### config.mk
export PLATFORM = sky130hd
export DESIGN_NAME = cacheline_adaptor
export DESIGN_NICKNAME = d
export VERILOG_FILES = /design/src/rtl/cacheline_pkg.sv /design/src/rtl/cacheline_adaptor.sv
export SDC_FILE = /design/constraint.sdc
export NUM_CORES = 1
export LEC_CHECK = 0
export ABC_CLOCK_PERIOD_IN_PS = 6350
export BUFFER_PORTS_ARGS = -buffer_cell sky130_fd_sc_hd__buf_2
export CAP_MARGIN = 40
export CORE_AREA = 2 2 279 281
export CTS_CLUSTER_DIAMETER = 120
export DETAILED_ROUTE_END_ITERATION = 12
export DIE_AREA = 0 0 281 283
export GPL_TIMING_DRIVEN = 0
export PLACE_DENSITY_LB_ADDON = 0.25
export SLEW_MARGIN = 10
export SYNTH_ARGS = -nofsm -noshare
export SYNTH_HDL_FRONTEND = slang
export SYNTH_SLANG_ARGS = --single-unit
### constraint.sdc
create_clock -name clk -period 6.35 [get_ports clk]
set_input_delay 1.27 -clock clk [delete_from_list [all_inputs] [get_ports clk]]
set_output_delay 1.27 -clock clk [all_outputs]
set_load 0.01 [all_outputs]
### src/rtl/cacheline_pkg.sv
// Shared types and sizing for the line-to-burst adaptor.
package cacheline_pkg;

    localparam int BEAT_WIDTH  = 64;
    localparam int BEATS       = 4;
    localparam int LINE_WIDTH  = BEAT_WIDTH * BEATS;
    localparam int OFFSET_BITS = 5;

    localparam logic [31:0] LINE_OFFSET_MASK = 32'((1 << OFFSET_BITS) - 1);

    typedef logic [LINE_WIDTH-1:0]    line_t;
    typedef logic [BEAT_WIDTH-1:0]    beat_t;
    typedef logic [$clog2(BEATS)-1:0] count_t;

    typedef enum logic [1:0] {
        IDLE,
        READ,
        WRITE,
        DONE
    } adaptor_state_t;

endpackage

### src/rtl/cacheline_adaptor.sv
// Converts one 256-bit line read/write into a 4-beat 64-bit DRAM burst.
// Request to resp_o is 6 cycles minimum; DRAM resp_i gaps simply stall the beat count.
module cacheline_adaptor
    import cacheline_pkg::*;
(
    input  logic        clk,
    input  logic        rst,
    input  line_t       line_i,
    output line_t       line_o,
    input  logic [31:0] address_i,
    input  logic        read_i,
    input  logic        write_i,
    output logic        resp_o,
    input  beat_t       burst_i,
    output beat_t       burst_o,
    output logic [31:0] address_o,
    output logic        read_o,
    output logic        write_o,
    input  logic        resp_i
);

    adaptor_state_t state;
    count_t         count;
    line_t          wline;

    localparam count_t LAST_BEAT = count_t'(BEATS - 1);

    always_ff @(posedge clk) begin
        if (rst) begin
            state     <= IDLE;
            count     <= '0;
            wline     <= '0;
            line_o    <= '0;
            address_o <= '0;
            read_o    <= 1'b0;
            write_o   <= 1'b0;
            resp_o    <= 1'b0;
        end else begin
            resp_o <= 1'b0;
            unique case (state)
                IDLE: begin
                    // Read has priority when the arbiter raises both.
                    if (read_i) begin
                        state     <= READ;
                        count     <= '0;
                        address_o <= address_i & ~LINE_OFFSET_MASK;
                        read_o    <= 1'b1;
                    end else if (write_i) begin
                        state     <= WRITE;
                        count     <= '0;
                        address_o <= address_i & ~LINE_OFFSET_MASK;
                        wline     <= line_i;
                        write_o   <= 1'b1;
                    end
                end
                READ: begin
                    if (resp_i) begin
                        line_o[count*BEAT_WIDTH +: BEAT_WIDTH] <= burst_i;
                        count <= count + count_t'(1);
                        if (count == LAST_BEAT) begin
                            read_o <= 1'b0;
                            resp_o <= 1'b1;
                            state  <= DONE;
                        end
                    end
                end
                WRITE: begin
                    if (resp_i) begin
                        count <= count + count_t'(1);
                        if (count == LAST_BEAT) begin
                            write_o <= 1'b0;
                            resp_o  <= 1'b1;
                            state   <= DONE;
                        end
                    end
                end
                DONE: begin
                    state <= IDLE;
                end
                default: begin
                    state <= IDLE;
                end
            endcase
        end
    end

    // The beat on the bus tracks the count directly so beat 0 is present on the first WRITE cycle.
    assign burst_o = (state == WRITE) ? wline[count*BEAT_WIDTH +: BEAT_WIDTH] : '0;

endmodule
==> metrics.md <==
| Metric | Value |
|---|---|
| Outcome | `finished clean` |
| Setup Viol. Count Final | `0` |
| Slew Limit Fails | `0` |
| DIE HEIGHT | `~280 um` |
| Clock Path Buffers | `3` |
| Multi-input logic area | `around 9300 sq um` |
| #FFs+latches synth | `around 550` |
| Max H-tree Level | `2` |
| Top cells by area, synth | `dfxtp_1 (51%), nand2_1 (13%), a21oi_1 (11%)` |
| Layout Cells excl Fill | `roughly 4300` |
| Gpl congestion | `0.862` |
| Remaining antenna violation count after routing | `0` |
| Final net count | `about 3600` |
| Synth unique cells | `43` |
| F_max | `239 MHz` |
| Via count | `approximately 21000` |
| Clk sink count | `546` |
| GRT Total Usage | `22.2%` |
| Finished Core Util | `36.8%` |
| Critical path's most frequent cell | `buf_2` |
| Initial Util | `27.7%` |
| First-pass GRT wire length | `approximately 130000 um` |
| Worst Hold Depth | `2` |
| Post-synth top cells | `nand2_1 (762), dfxtp_1 (546), a21oi_1 (478)` |
| Maximum VDD drop | `around 0.25 mV` |
| Most frequent cell after synthesis | `nand2_1` |
| Total CTS buffers | `60` |
| Endpoints failing hold | `0` |
| Worst-margin pin slew | `approximately 0.84 ns` |
| Die area | `around 80000 sq um` |
| Sequential standard cell area | `approximately 11000 sq um` |
| Crit Path Class | `reg -> out` |
| Wire length per cell | `about 21 um` |
| Setup Fix Bufs, Post-CTS | `0` |
| CP Cell Sequence | `buf_2, buf_1, mux4_2, and2_1, buf_2` |
| Placed Cells | `4206` |
| Post-synth EDFFs | `0` |
| Cell count after synthesis | `around 2500` |
| Relative slew slack | `between 40 and 50%` |
| Initial antenna violation count | `30` |
| Pleak | `approximately 12 nW` |
| Ratio of cells with drive above 1 in the final layout | `a little under a third` |
| Synthesis warning total | `0` |
| WP data arrival | `about 2.9 ns` |
| Tcrit/Tclk final | `about two thirds` |
| DRC viols | `0` |
| Crit end category | `output pin` |
| Mean post-synth cell area | `~8.7 sq um` |
| Top_reg_cell synth | `dfxtp_1` |
| Clock Pin Slew Worst Setup and Hold Paths | `roughly 0.060 ns` |
| Reg2reg start | `count[1]` |
| FF-to-FF setup slack | `slightly above 3 ns` |
| DR pass1 iterations | `5` |
| WHS | `about 0.45 ns` |
| Worst-Skew Late Latency | `between 0.6 and 0.7 ns` |
| Hold Crit Class | `reg -> reg` |
| Yosys top cell area share | `between 50 and 60%` |
| Post-DP HPWL | `between 70000 and 80000 um` |
| Pin count of the biggest net entering global routing | `17` |
| Core area | `roughly 77000 sq um` |
| Critical path's largest stage delay | `0.60 ns` |
| Drt first-iter violations | `1121` |
| Area Growth Syn to Fin | `33.0%` |
| Ys async rst share | `0%` |
| Cell Pwr Density | `roughly 330 nW/um^2` |
| FP Rows | `roughly 100` |
| CP max-delay cell | `buf_1` |
| Seq/Total Area, Yosys | `between 50% and 60%` |
| IO Count | `712` |
| CP Max Fanout | `10` |
| Layout Skew | `roughly 0.022 ns` |
| Worst hold start | `line_o[245]` |
| Worst hold endpoint | `line_o[245]` |
| Root Buffer | `clkbuf_16` |
| TritonCTS clock tree | `done` |
| WL final | `~92000 um` |
| Hold_buf cts | `0` |
| Crit. Startpoint | `count[1]` |
| Chip Width | `approximately 280 um` |
| Drt via density | `about 4.7` |
| Synth area leader | `dfxtp_1` |
| Number of global-route vias before repair | `between 20000 and 25000` |
| Setup TNS | `0 ns` |
| R2R Path End | `line_o[11]` |
| IO buf count | `699` |
| Required @ worst endpoint | `5.08 ns` |
| Mapped cell area | `around 21000 sq um` |
| CP Launch Type | `flop` |
| GR Overflow Total | `0` |
| PostCTS Resize Cnt | `0` |
| Fill count | `8147` |
| Crit path time final | `around 4.2 ns` |
| RSZ-0062 raised after global routing | `no` |
| Max_cap viols | `0` |
| Worst-case reg-to-reg path depth | `9` |
==> per-stage QoR <==
step / instance area [sq um] / power, mW / worst slack, ns
6_report: 28300 / 9.28 / 2.16
3_3_place_gp: 26100 / 5.72 / 2.70
3_5_place_dp: 26200 / 5.75 / 2.80
4_1_cts: 28200 / 9.38 / 2.10
2_1_floorplan: 21300 / 4.94 / 3.57
5_1_grt: 28200 / 9.70 / 2.04
==> per-layer routing <==
metal | track usage (%) | part of all wire (%) | wire length [um]
met1 | 26.4 | 40 | 37100
met2 | 37.9 | 49 | 44900
met3 | 5.69 | 7.4 | 6770
met4 | 8.76 | 3.4 | 3120
met5 | 0 | 0.13 | 119
==> layout make-up <==
class / count / area share (%)
antenna: 21 / 0.186
buffer: 225 / 3.76
clock buffer: 90 / 6.07
clock inverter: 21 / 1.09
inverter: 6 / 0.0797
multi-input combinational: 1681 / 32.7
sequential: 546 / 38.7
tap: 1040 / 4.61
timing repair buffer: 708 / 12.8
==> where the power goes <==
group / internal, mW / switching (mW) / total, mW / leakage [nW]
logic: 0.654 / 1.17 / 1.83 / 6.49
registers: 3.69 / 0.141 / 3.83 / 4.43
clock network: 2.12 / 1.50 / 3.62 / 0.981
total: 6.46 / 2.81 / 9.28 / 11.9
==> cells by family after synthesis <==
family | share of synthesized area (%)
AOI/OAI and AO/OA | 15.1
adders and majority gates | 0.648
buffers and inverters | 5.10
DFF | 51.4
muxes | 6.78
other | 0.0176
and+or+nand+nor | 20.9
==> layout by cell type, fill, tap and decap left out, types with 8 or more instances in the layout <==
| cell | netlist | routed |
|---|---|---|
| clkinv_2 | 0 | 8 |
| clkbuf_1 | 122 | 143 |
| clkbuf_8 | 0 | 8 |
| buf_6 | 14 | 20 |
| clkbuf_16 | 0 | 61 |
| ha_1 | 11 | 11 |
| nand3_1 | 195 | 195 |
| buf_1 | 14 | 14 |
| a32o_2 | 60 | 60 |
| buf_2 | 68 | 767 |
| and2_1 | 64 | 64 |
| nand2_1 | 762 | 762 |
| a21oi_1 | 478 | 478 |
| mux4_2 | 64 | 64 |
| dfxtp_1 | 546 | 546 |
| diode_2 | 0 | 21 |
==> worst max-delay path: cells and delay by family (launching register included) <==
kind                   cells  cell delay (ns)
DFF                        1             0.53
and+or+nand+nor            1             0.20
muxes                      1             0.40
buffers and inverters      3             1.15
==> sequential cells by signal (all words and copies together), names as in the netlist <==
name / count
state: 2
resp_o: 1
count: 2
address_o: 27
wline: 256
line_o: 256
write_o: 1
read_o: 1
==> how the worst max path moves through the flow <==
stage | endpoint | slack [ns] | depth (start not counted)
4_1_cts | burst_o[41] | 2.10 | 5
3_5_place_dp | burst_o[41] | 2.80 | 5
6_report | burst_o[41] | 2.16 | 5
3_3_place_gp | burst_o[14] | 2.70 | 6
5_1_grt | burst_o[41] | 2.04 | 5
2_1_floorplan | burst_o[10] | 3.57 | 4
Note: power is estimated with default switching activity, not from simulation.
